File: config.mk
export PLATFORM = sky130hd
export DESIGN_NAME = clk_diag_seq
export DESIGN_NICKNAME = d
export VERILOG_FILES = /design/src/rtl/clk_diag_seq.sv
export SDC_FILE = /design/constraint.sdc
export NUM_CORES = 1
export LEC_CHECK = 0
export ABC_CLOCK_PERIOD_IN_PS = 3600
export CORE_ASPECT_RATIO = 0.8
export CORE_MARGIN = 5
export CORE_UTILIZATION = 55
export CTS_CLUSTER_DIAMETER = 40
export DETAILED_ROUTE_END_ITERATION = 8
export GPL_TIMING_DRIVEN = 0
export PLACE_DENSITY = 0.8
export SLEW_MARGIN = 5
export SYNTH_ARGS = -nofsm -noshare
export SYNTH_HDL_FRONTEND = slang
export SYNTH_SLANG_ARGS = --single-unit
File: constraint.sdc
create_clock -name clk -period 3.6 [get_ports clk]
set_input_delay 0.36 -clock clk [delete_from_list [all_inputs] [get_ports clk]]
set_output_delay 0.36 -clock clk [all_outputs]
set_load 0.03 [all_outputs]
File: src/rtl/clk_diag_seq.sv
// Diagnostic sequencer for the M8526 CLK board: expands one clock command
// into the ordered EBUS diagnostic function cycles (CTL, load, read), and
// for BURST polls the burst counter back until it drains or times out.
module clk_diag_seq #(
  parameter int unsigned SETUP_CYC  = 2,
  parameter int unsigned STROBE_CYC = 2,
  parameter int unsigned HOLD_CYC   = 1,
  parameter int unsigned POLL_LIMIT = 1024
) (
  input  logic       clk,
  input  logic       FPGA_RESET,
  input  logic       cmd_valid,
  output logic       cmd_ready,
  input  logic [2:0] cmd_op,
  input  logic [7:0] cmd_arg,
  output logic [6:0] diag_ds,
  output logic       diag_strobe,
  output logic       ebus_drive,
  output logic [3:0] ebus_dout,
  output logic       diag_read,
  input  logic [5:0] ebus_din,
  output logic       rsp_valid,
  output logic [7:0] rsp_data,
  output logic       rsp_err
);

  localparam int unsigned MAX_AB = (SETUP_CYC > STROBE_CYC) ? SETUP_CYC : STROBE_CYC;
  localparam int unsigned MAXC   = (MAX_AB > HOLD_CYC) ? MAX_AB : HOLD_CYC;
  localparam int unsigned CW     = $clog2(MAXC) + 1;
  localparam int unsigned PW     = $clog2(POLL_LIMIT) + 1;

  typedef enum logic [2:0] {
    S_IDLE, S_SETUP, S_STROBE, S_HOLD, S_NEXT, S_POLL_SAMPLE, S_DONE
  } state_t;

  // Which function of the current command's step list is being issued.
  typedef enum logic [2:0] {
    PH_MAIN, PH_B42, PH_B43, PH_B05, PH_P101, PH_P100, PH_STOP
  } phase_t;

  typedef enum logic [2:0] {
    OP_START, OP_STOP, OP_STEP, OP_BURST, OP_SRC_RATE, OP_CLR_RST, OP_SET_RST, OP_READ
  } op_t;

  // Everything that must stay constant across one function cycle.
  typedef struct packed {
    logic [6:0] ds;
    logic [3:0] dout;
    logic       drive;
    logic       rd;
  } fn_t;

  function automatic fn_t fn_of(phase_t ph, op_t op, logic [7:0] arg);
    fn_t f;
    f = '0;
    case (ph)
      PH_MAIN: begin
        case (op)
          OP_START:    f.ds = 7'o001;
          OP_STOP:     f.ds = 7'o000;
          OP_STEP:     f.ds = 7'o002;
          OP_SRC_RATE: begin
            f.ds    = 7'o044;
            f.dout  = arg[3:0];
            f.drive = 1'b1;
          end
          OP_CLR_RST:  f.ds = 7'o006;
          OP_SET_RST:  f.ds = 7'o007;
          OP_READ: begin
            f.ds = 7'o100 | {4'b0000, arg[2:0]};
            f.rd = 1'b1;
          end
          default:     f = '0;
        endcase
      end
      PH_B42: begin
        f.ds    = 7'o042;
        f.dout  = arg[3:0];
        f.drive = 1'b1;
      end
      PH_B43: begin
        f.ds    = 7'o043;
        f.dout  = arg[7:4];
        f.drive = 1'b1;
      end
      PH_B05: f.ds = 7'o005;
      PH_P101: begin
        f.ds = 7'o101;
        f.rd = 1'b1;
      end
      PH_P100: begin
        f.ds = 7'o100;
        f.rd = 1'b1;
      end
      PH_STOP: f.ds = 7'o000;
      default: f = '0;
    endcase
    return f;
  endfunction

  state_t          state_q, state_d;
  phase_t          phase_q, phase_d;
  op_t             op_q, op_d;
  logic [7:0]      arg_q, arg_d;
  fn_t             fn_q, fn_d;
  logic [CW-1:0]   cnt_q, cnt_d;
  logic [PW-1:0]   poll_q, poll_d, poll_inc;
  logic [7:0]      samp_q, samp_d;
  logic [7:0]      rsp_data_q, rsp_data_d;
  logic            rsp_err_q, rsp_err_d;

  // State and datapath registers; reset aborts any sequence in flight.
  always_ff @(posedge clk) begin
    if (FPGA_RESET) begin
      state_q    <= S_IDLE;
      phase_q    <= PH_MAIN;
      op_q       <= OP_START;
      arg_q      <= '0;
      fn_q       <= '0;
      cnt_q      <= '0;
      poll_q     <= '0;
      samp_q     <= '0;
      rsp_data_q <= '0;
      rsp_err_q  <= 1'b0;
    end else begin
      state_q    <= state_d;
      phase_q    <= phase_d;
      op_q       <= op_d;
      arg_q      <= arg_d;
      fn_q       <= fn_d;
      cnt_q      <= cnt_d;
      poll_q     <= poll_d;
      samp_q     <= samp_d;
      rsp_data_q <= rsp_data_d;
      rsp_err_q  <= rsp_err_d;
    end
  end

  // Next-state logic: walks the step list one function cycle at a time.
  always_comb begin
    state_d    = state_q;
    phase_d    = phase_q;
    op_d       = op_q;
    arg_d      = arg_q;
    fn_d       = fn_q;
    cnt_d      = cnt_q;
    poll_d     = poll_q;
    samp_d     = samp_q;
    rsp_data_d = rsp_data_q;
    rsp_err_d  = rsp_err_q;
    poll_inc   = (poll_q == '1) ? poll_q : poll_q + 1'b1;

    case (state_q)
      S_IDLE: begin
        if (cmd_valid) begin
          op_d    = op_t'(cmd_op);
          arg_d   = cmd_arg;
          phase_d = (op_t'(cmd_op) == OP_BURST) ? PH_B42 : PH_MAIN;
          fn_d    = fn_of(phase_d, op_t'(cmd_op), cmd_arg);
          cnt_d   = '0;
          poll_d  = '0;
          samp_d  = '0;
          state_d = S_SETUP;
        end
      end
      S_SETUP: begin
        if (cnt_q == CW'(SETUP_CYC - 1)) begin
          cnt_d   = '0;
          state_d = S_STROBE;
        end else begin
          cnt_d = cnt_q + 1'b1;
        end
      end
      S_STROBE: begin
        if (cnt_q == CW'(STROBE_CYC - 1)) begin
          // Poll reads assemble the 8-bit count: 101 gives the low six bits
          // (data[30:35]), 100 gives the top two from data[33:34].
          if (fn_q.rd) begin
            case (phase_q)
              PH_P101: samp_d[5:0] = ebus_din;
              PH_P100: samp_d[7:6] = ebus_din[2:1];
              default: samp_d      = {2'b00, ebus_din};
            endcase
          end
          cnt_d   = '0;
          state_d = S_HOLD;
        end else begin
          cnt_d = cnt_q + 1'b1;
        end
      end
      S_HOLD: begin
        if (cnt_q == CW'(HOLD_CYC - 1)) begin
          cnt_d = '0;
          case (phase_q)
            PH_B42: begin
              phase_d = PH_B43;
              state_d = S_NEXT;
            end
            PH_B43: begin
              if (arg_q == '0) begin
                fn_d       = '0;
                rsp_data_d = '0;
                rsp_err_d  = 1'b0;
                state_d    = S_DONE;
              end else begin
                phase_d = PH_B05;
                state_d = S_NEXT;
              end
            end
            PH_B05: begin
              phase_d = PH_P101;
              state_d = S_NEXT;
            end
            PH_P101: begin
              phase_d = PH_P100;
              state_d = S_NEXT;
            end
            PH_P100: state_d = S_POLL_SAMPLE;
            default: begin
              fn_d       = '0;
              rsp_data_d = samp_q;
              rsp_err_d  = (phase_q == PH_STOP);
              state_d    = S_DONE;
            end
          endcase
        end else begin
          cnt_d = cnt_q + 1'b1;
        end
      end
      S_NEXT: begin
        fn_d    = fn_of(phase_q, op_q, arg_q);
        state_d = S_SETUP;
      end
      // Doubles as the single idle gap before the next poll or STOP cycle.
      S_POLL_SAMPLE: begin
        poll_d = poll_inc;
        if (samp_q == '0) begin
          fn_d       = '0;
          rsp_data_d = '0;
          rsp_err_d  = 1'b0;
          state_d    = S_DONE;
        end else if (poll_inc >= PW'(POLL_LIMIT)) begin
          phase_d = PH_STOP;
          fn_d    = fn_of(PH_STOP, op_q, arg_q);
          state_d = S_SETUP;
        end else begin
          phase_d = PH_P101;
          fn_d    = fn_of(PH_P101, op_q, arg_q);
          state_d = S_SETUP;
        end
      end
      S_DONE:  state_d = S_IDLE;
      default: state_d = S_IDLE;
    endcase
  end

  assign cmd_ready   = (state_q == S_IDLE);
  assign diag_strobe = (state_q == S_STROBE);
  assign rsp_valid   = (state_q == S_DONE);
  assign diag_ds     = fn_q.ds;
  assign ebus_dout   = fn_q.dout;
  assign ebus_drive  = fn_q.drive;
  assign diag_read   = fn_q.rd;
  assign rsp_data    = rsp_data_q;
  assign rsp_err     = rsp_err_q;

endmodule

==> metrics.txt <==
Met2 Wirelength=approximately 3600 um; CP Max Fanout=10; count leader, synth=dfxtp_1; CP Data Required Time=approximately 3.2 ns; main flop type after synthesis=dfxtp_1; Routed WL=8430 um; asr flop ratio synth=0; reg2reg setup slack=~1.1 ns; Setup crit end kind=output pin; pre-CTS WS=1.07 ns; Synth Cell Area=3150 sq um; compound-cell area share of the yosys netlist=0.226; R2R cell count=7; most instantiated cells after synthesis=58 x dfxtp_1, 50 x nand2_1, 49 x a21oi_1, 38 x nor2_1, 28 x nand3_1; Die Y-Extent=~78 um; leading area contributor after synthesis=dfxtp_1; CTS tree=yes; critical path arrival=2.42 ns; post-synthesis mux area share=0.0298; H-Tree Depth=3; setup TNS=0 ns; IR drop worst, VDD=0.413 mV; Final setup viols=0; post-cts resize count=0; largest family of logic cells by synthesized area=simple AND/OR/NAND/NOR gates; first-pass GRT wire length=~14,000 um; DR WL met3=around 660 um; Die Wd=94.6 um; HPWL after detailed placement=~6100 um; power density of the placed cells=approximately 600 nW/um^2; Crit path max-delay family=buffers and inverters; Routed Antenna Nets=0; n_diodes=0; Post-Synth Adder-Cell Area=0.0199; Critical R2R Launch=state_q[2]; Iteration-0 DRC Markers=approximately 380; Core Footprint=5500 sq um; Row Count=24; slowest CP cell=clkdlybuf4s50_1; M1 WL=just over 4000 um; Yosys top cell area share=0.369; HP Class=in2reg; nets@finish=488; register area share after synthesis=0.369; status=completed; Vias=~3,300; Inserted Clock Buffers=9; post-synthesis register bit count=58; postcts setup bufs=0; Ports=between 40 and 50; initial antenna violation count=0; clock root buffer=clkbuf_8; DR pass1 iterations=5; Syn Inst Count=between 400 and 500; post-synthesis xor/xnor area fraction=0.00278; Clock Tree Buf Depth=2; unrepaired setup endpoints after global routing=no; max cap viols=0; Post-Synth Simple-Gate Area=0.302; Multi-input gate area=~1800 sq um; P_leak=0.00129 uW; die area=approximately 7300 sq um; top sig layer=met4; period utilization=0.773; Placer Congestion=about 0.95; CP startpoint=state_q[1]; Initial Util=0.573; fin worst setup slack=approximately 0.82 ns; count of buffers from port buffering=39; skew final=about 0.009 ns; Worst slew margin=0.449; clock-pin transition on the worst setup and hold timing paths=approximately 0.070 ns; Worst Max-Slew Pin Slew=between 0.8 and 0.9 ns; largest cells by area after synthesis=dfxtp_1 37%, a21oi_1 7.8%, nand2_1 6.0%; grt ovf=0; number of distinct library cells after synthesis=57; P&R area growth vs syn=22.1%; CP most frequent cell=clkbuf_1; Tot GR Track Use=0.234; R2R Path End=ebus_drive; Syn Area/Cell=7.64 sq um; WL/cell=15.4 um; fmax=between 300 and 400 MHz; layout cell share with drive strength beyond 1=0.0534; number of global-route vias before repair=2,886; DRC violations left=0; final hold violation count=0; Setup crit start kind=register; Fill cells=~480; WP buf/inv=3; Slowest Stage Delay on Critical Path=0.67 ns; critical-path cell list=clkbuf_1 -> clkbuf_1 -> nand2_1 -> nor2_1 -> clkdlybuf4s50_1; number of synthesized flops with an enable pin=0; register area=between 1000 and 1500 sq um; critical path endpoint=rsp_valid; Tmin final=about 2.8 ns; sinks on the clock net=58; Synth warnings=0; vias per cell=between 6 and 7; stages on the worst setup path=5; Setup CP Type=reg2out; CTS Hold Buffers Added=0; worst skew pair latency=about 0.34 ns; largest net degree at the start of global routing=11; max-slew violation count=0
==> power by group <==
group	leakage (uW)	total [uW]	switching, uW	internal (uW)
Clock	0.0000986	614	258	356
Sequential	0.000472	799	68.2	730
Combinational	0.000720	943	589	354
==> layer usage <==
layer	GRT usage	up-vias
met3	0.0522	7
li1	-	1587
met4	0.0634	0
met2	0.341	160
met5	0	-
met1	0.346	1523
==> worst min path at each step <==
stage | from | end | cells after the start
after global placement | rsp_data[0] | rsp_data[0] | 2
after detailed placement | rsp_data[7] | rsp_data[7] | 2
final | cmd_op[1] | op_q[1] | 3
after CTS | cmd_op[1] | op_q[1] | 3
after global routing | cmd_op[1] | op_q[1] | 3
after floorplan | samp_q[1] | samp_q[1] | 2
==> cell usage in the layout, fill, tap and decap left out, drive strengths merged, types with 2 or more instances in the layout <==
master / n
a211oi: 10
a21boi: 2
a21oi: 49
a22oi: 3
a311oi: 5
a31oi: 3
and3b: 2
and4: 2
buf: 4
clkbuf: 38
clkdlybuf4s50: 39
clkinvlp: 2
conb: 2
dfxtp: 58
ha: 5
inv: 8
mux2: 3
mux2i: 6
nand2: 50
nand2b: 16
nand3: 28
nand3b: 2
nand4: 3
nor2: 38
nor2b: 5
nor3: 20
nor3b: 5
nor4: 5
o211ai: 5
o21a: 2
o21ai: 14
o21bai: 4
o31ai: 3
o32ai: 2
or3: 3
or3b: 3
or4: 2
==> worst reg2reg max path: stages (launching register included) <==
cell and delay, ns:
dfxtp_1 0.30, clkbuf_1 0.31, clkbuf_1 0.37, o21bai_1 0.17
a211oi_1 0.33, clkbuf_1 0.38, nor3b_1 0.41, nor3_1 0.09
==> final cells by class <==
class                      count  share of cell area
multi-input combinational    317               0.477
sequential                    58               0.302
timing repair buffer          39               0.101
clock buffer                  12              0.0403
buffer                        30              0.0332
tap                           78              0.0254
clock inverter                 4              0.0130
inverter                       8             0.00781
==> through the flow <==
stage	cell area [sq um]	cells	utilization	hold slack, ns	power [uW]
CTS	3850	546	0.700	0.400	2350
global route	3850	546	0.700	0.443	2490
floorplan	3150	413	-	0.440	1450
finish	3850	546	0.700	0.412	2360
global placement	3640	530	0.663	0.455	1720
detailed placement	3640	530	0.663	0.462	1740
==> cell families (layout without fill, tap and decap cells) <==
kind of cell / after synthesis / after routing
simple gates: 189 / 189
compound gates: 111 / 111
flops: 58 / 58
buf+inv: 38 / 93
mux: 9 / 9
fa+ha+maj: 5 / 5
other cells: 1 / 2
xor+xnor: 1 / 1
==> flip-flops by register name (all words and copies together), names as in the netlist, 4 cells and up <==
signal / count
ebus_dout: 4
arg_q: 8
rsp_data: 8
diag_ds: 5
poll_q: 11
samp_q: 8
Power figures use the tool's default switching activity.
==> edit 1, RTL diff (same settings) <==
Make the reset (`FPGA_RESET`) asynchronous in one clocked block.
--- a/src/rtl/clk_diag_seq.sv
+++ b/src/rtl/clk_diag_seq.sv
@@ -110,7 +110,7 @@
   logic            rsp_err_q, rsp_err_d;
 
   // State and datapath registers; reset aborts any sequence in flight.
-  always_ff @(posedge clk) begin
+  always_ff @(posedge clk or posedge FPGA_RESET) begin
     if (FPGA_RESET) begin
       state_q    <= S_IDLE;
       phase_q    <= PH_MAIN;
Behaviour: differs if FPGA_RESET is asserted again (counterexample within 4 cycles, from zero or initial values and one cycle with FPGA_RESET high); with FPGA_RESET held inactive, the same outputs for 10 cycles.
==> edit 1 against the original RTL <==
  * Wire length decreased by 3.7%
  * Synthesized area increased by 4.0%
  * Core utilization decreased by 1.7 points
  * Design area is 3.8% higher
  * Worst setup slack improved by 0.11 ns
  * Largest power group unchanged
  * Worst hold slack got worse by 0.077 ns
  * Critical endpoint is now diag_strobe
  * Sequential cell count is the same
  * Sequential power up 29%
  * Register-to-register slack better by 0.29 ns
  * Total power rose by 42%
==> edit 1: results (changes against the original RTL) <==
CTS
  • Root Buffer: clkbuf_8
  • Post-CTS sizing: 0 (unchanged)
  • CTS H-tree depth: 3 (unchanged)
  • Postcts setup bufs: 0 (unchanged)
  • Worst-path clk slew: 0.07 ns (about the same)
  • Clk buf depth: 2 (unchanged)
  • Worst-skew pair later-pin latency: 0.34 ns (about the same)
  • Num CTS Buffers: 9 (unchanged)

Synth
  • Yosys Warn Count: 0 (unchanged)
  • Mean Syn Cell Area: 8.76 µm² (+15%)
  • Top_reg_cell synth: dfrtp_1
  • Register area share after synthesis: 44.3% (+7.4 points)
  • Ys async rst share: 100% (+100 points)
  • Commonest cells in the netlist: 68 x nand2_1, 58 x dfrtp_1, 25 x o21ai_0, 21 x nor2_1
  • Library cells used by synthesis: 55 (-3.5%)
  • Area contributors post-synth: dfrtp_1 44%, nand2_1 7.8%, o21ai_0 3.8%, mux2_4 3.2%, a21oi_1 2.9%

GRT
  • Grt met3 use: 6.44% (+1.2 points)
  • Vias in the first global route: 2778 (-3.7%)
  • Initial antenna violation count: 0 (unchanged)
  • Met1 Usage GRT: 35.1% (+0.46 points)
  • Largest net degree at the start of global routing: 39 (+28)
  • Routing usage on met2: 32.5% (-1.7 points)
  • First-pass GRT wire length: 13600 µm (-1.4%)
  • Gr usage total: 23.3% (-0.086 points)

Layout
  • Max FFs per register: 11 (unchanged)
  • Filler cell count: 490 (+2.3%)
  • Proportion of layout cells with a drive suffix above 1: 9.26% (+3.9 points)
  • Most flop-heavy register: poll_q
  • Fin nets: 452 (-7.4%)
  • ANT cells: 0 (unchanged)

Place
  • Placed cell count: 497 (-6.2%)
  • HPWL after DPL: 5970 µm (-2.2%)
  • GP Congestion: 0.932 (-2.2%)
  • Place WS: 1.24 ns (+0.170 ns)
  • PortBufs: 40 (+2.6%)
  • Placed cell area: 3800 µm² (+4.4%)

Detailed routing
  • Pre-Repair DR Iteration Count: 5 (unchanged)
  • Top Metal Used: met4
  • DR vias: 3002 (-8.4%)
  • WL/cell: 15.8 µm (+2.5%)
  • Wire length on met1: 3870 µm (-5.0%)
  • WL met3: 680 µm (+2.6%)
  • Met2 Wirelength: 3450 µm (-4.8%)
  • Vias/cell: 5.85 (-2.5%)
  • Initial DRC count: 249 (-34%)

STA
  • Slew @ Worst Pin: 0.715 ns (-0.105 ns)
  • Sum of negative setup slack: 0 ns (unchanged)
  • Final setup vio count: 0 (unchanged)
  • Clk_skew: 0.00976 ns (+0.000611 ns)

Pwr
  • VDD IR max: 0.512 mV (+24%)
  • Leak: 0.00173 µW (+34%)

Setup path
  • Critical-path maximum fanout: 10 (unchanged)
  • Worst EP arrival: 2.31 ns (-0.11 ns)
  • R2R depth: 8 (+1)

Outcome
  • Status: finished, final reports clean

Worst hold path
  • Type of the most critical hold path: in -> async
[edit 1: cell types whose count changed after synthesis, sizes merged, moves of 7 or more]
cell	change
nand2	+18
dfxtp	-58
nor3	-9
nand3	-9
clkbuf	-14
dfrtp	+58
nand2b	-9
inv	+10
a211oi	-8
nor2	-17
buf	+7
o21ai	+11
a21oi	-30
[edit 1: worst max-delay path: stages, from the launching register on]
cell             delay (ns)
dfrtp_1                0.37
buf_2                  0.18
nor3b_2                0.63
clkdlybuf4s50_1        0.80
[edit 1: logic make-up after synthesis]
family / share of synthesized area (%)
AO/OA/AOI/OAI: 17.5
other: 0.114
AND/OR/NAND/NOR: 24.7
flip-flops: 44.3
adder cells (fa/ha/maj): 1.91
buffers and inverters: 5.61
XOR/XNOR: 1.07
multiplexers: 4.81
[edit 1: power by group]
| part | switching, µW | total [µW] | internal (µW) |
|---|---|---|---|
| Sequential | 177 | 1030 | 858 |
| Combinational | 1050 | 1730 | 684 |
| Clock | 270 | 587 | 318 |
| Total | 1500 | 3360 | 1860 |
[edit 1: cell type report]
cell class              count  area (µm²)  area share, %
clock inverters             7        68.8           1.72
inverters                  18        67.6           1.69
well taps                  81         101           2.54
clock buffers               9         124           3.10
repair buffers             41         420           10.5
multi-input cells         276        1640           41.2
flip-flops and latches     58        1450           36.3
plain buffers              23         116           2.91
[edit 1: path summary, 6_finish.rpt]
path,to,slack (ns),start
min in group clk,op_q[1],0.40,cmd_op[1]
max,diag_strobe,0.93,state_q[0]
max in group asynchronous,arg_q[3],2.70,FPGA_RESET
min,rsp_data[6],0.34,FPGA_RESET
max reg2reg,samp_q[2],1.40,cnt_q[1]
min reg2reg,ebus_dout[1],0.48,ebus_dout[1]
==> edit 2, RTL diff (config.mk and constraints unchanged) <==
Without the edit above. The parameter `SETUP_CYC` goes from 2 to 4.
--- a/src/rtl/clk_diag_seq.sv
+++ b/src/rtl/clk_diag_seq.sv
@@ -2,7 +2,7 @@
 // into the ordered EBUS diagnostic function cycles (CTL, load, read), and
 // for BURST polls the burst counter back until it drains or times out.
 module clk_diag_seq #(
-  parameter int unsigned SETUP_CYC  = 2,
+  parameter int unsigned SETUP_CYC  = 4,
   parameter int unsigned STROBE_CYC = 2,
   parameter int unsigned HOLD_CYC   = 1,
   parameter int unsigned POLL_LIMIT = 1024
Check against the original RTL: not equivalent (Yosys sat finds a counterexample within 4 cycles, from zero or initial values and one cycle with FPGA_RESET high).
==> edit 2 against the original RTL <==
  * Synthesized area grew 2.7%
  * Maximum frequency shrank 9.5%
  * Total power up 1.1%
  * Non-clock buffer count increased by 1
  * Design area grew 2.5%
  * Sequential power is 2.9% higher
  * Wire length increased by 5.0%
  * Clock power is 5.0% higher
  * Sequential cell count grew 1
  * Worst setup slack got worse by 0.29 ns
  * Clock skew rose by 0.0049 ns
  * Critical path depth unchanged
  * First-iteration DRC count rose by 1.1%
==> edit 2: results (changes against the original RTL) <==
Layout
  • Filler cell count: 520 (+8.6%)
  • Proportion of layout cells with a drive suffix above 1: 9.36% (+4.0 points)
  • Most flop-heavy register: poll_q
  • Fin nets: 491 (+0.61%)
  • ANT cells: 0 (unchanged)
  • Max FFs per register: 11 (unchanged)

Synth
  • Area contributors post-synth: dfxtp_1 37%, a21oi_1 8.2%, nand2_1 5.6%, nor2_1 4.2%, nand3_1 2.6%
  • Commonest cells in the netlist: 59 x dfxtp_1, 53 x a21oi_1, 48 x nand2_1, 36 x nor2_1, 20 x clkbuf_1
  • Top_reg_cell synth: dfxtp_1
  • Register area share after synthesis: 36.5% (-0.35 points)
  • Library cells used by synthesis: 59 (+3.5%)
  • Ys async rst share: 0% (unchanged)
  • Yosys Warn Count: 0 (unchanged)

Pwr
  • NetSw: 906 µW (-0.97%)
  • Sequential power share: 34.5% (+0.6 points)
  • VDD IR max: 0.392 mV (-5.2%)
  • Power Density: 604 nW/µm² (-1.4%)
  • Clock group total power: 645 µW (+5.0%)
  • Leak: 0.00138 µW (+7.2%)

Detailed routing
  • Initial DRC count: 379 (+1.1%)
  • Pre-Repair DR Iteration Count: 5 (unchanged)
  • WL/cell: 16.1 µm (+4.1%)
  • DR vias: 3304 (+0.82%)

CTS
  • Root Buffer: clkbuf_8
  • Worst-skew pair later-pin latency: 0.35 ns
  • CTS H-tree depth: 3 (unchanged)
  • Worst-path clk slew: 0.07 ns (about the same)
  • Clk buf depth: 2 (unchanged)
  • Num CTS Buffers: 9 (unchanged)
  • Postcts setup bufs: 0 (unchanged)
  • Post-CTS sizing: 0 (unchanged)

GRT
  • Vias in the first global route: 3003 (+4.1%)
  • First-pass GRT wire length: 14700 µm (+6.1%)
  • Initial antenna violation count: 0 (unchanged)
  • Gr usage total: 25.1% (+1.7 points)
  • Largest net degree at the start of global routing: 11 (unchanged)

Setup path
  • Crit-path max cell delay: 0.66 ns
  • Reg-to-reg critical path startpoint: samp_q[6]
  • Crit-path slowest cell: clkdlybuf4s50_1
  • Worst EP arrival: 2.72 ns (+0.30 ns)
  • Critical-path maximum fanout: 10 (unchanged)
  • Setup crit start: state_q[1]

Outcome
  • Status: finished, final reports clean

Place
  • PortBufs: 39 (unchanged)
  • HPWL after DPL: 6580 µm (+7.8%)
  • GP Congestion: 0.931 (-2.2%)

Worst hold path
  • Type of the most critical hold path: in -> reg
  • Hold_sp: cmd_op[0]

STA
  • Hold Vio Cnt, Final: 0 (unchanged)
  • Clk_skew: 0.0140 ns (+0.00486 ns)
  • Worst slew margin: 43.5% (-1.4 points)
## edit 2: final timing paths
path / endpoint / slack (ns) / cells after the start
worst max-delay path: rsp_valid / 0.52 / 5
worst min-delay path: op_q[0] / 0.38 / 3
worst max register to register: rsp_err / 1.17 / 6
worst min register to register: rsp_data[2] / 0.47 / 2
## edit 2: cell type report
| class | count | share of cell area (%) |
|---|---|---|
| inverters | 8 | 0.762 |
| plain buffers | 31 | 3.52 |
| multi-input cells | 317 | 47.9 |
| well taps | 81 | 2.57 |
| flip-flops and latches | 59 | 30.0 |
| clock buffers | 12 | 4.19 |
| clock inverters | 4 | 1.21 |
| repair buffers | 39 | 9.90 |
## edit 2: stage by stage
step | util, % | setup slack [ns] | cells | area [µm²]
after floorplan | - | 1.70 | 415 | 3240
after global placement | 64.1 | 0.997 | 535 | 3730
after detailed placement | 64.1 | 0.953 | 535 | 3730
after CTS | 67.8 | 0.558 | 551 | 3940
after global routing | 67.8 | 0.335 | 551 | 3940
final | 67.8 | 0.524 | 551 | 3940
## edit 2: logic make-up (layout without fill, tap and decap cells)
family	count (synthesis)	count (layout)	share of synthesized area, %
AO/OA/AOI/OAI	112	112	22.3
XOR/XNOR	2	2	0.542
adder cells (fa/ha/maj)	6	6	2.32
buffers and inverters	39	94	5.22
flip-flops	59	59	36.5
multiplexers	9	9	2.82
other	1	2	0.116
AND/OR/NAND/NOR	186	186	30.2
## edit 2: metal layers
layer	global-route usage (%)	up-vias	share of wire, %
met4	8.38	0	1.6
met5	0	-	0
met2	37.3	153	44
met3	7.38	17	9.2
met1	34.5	1548	45
li1	-	1586	-
## edit 2: worst max-delay path, delay by kind of cell (launching register included)
family / cells / cell delay (ns)
flip-flops: 1 / 0.37
buffers and inverters: 4 / 1.77
AND/OR/NAND/NOR: 1 / 0.22
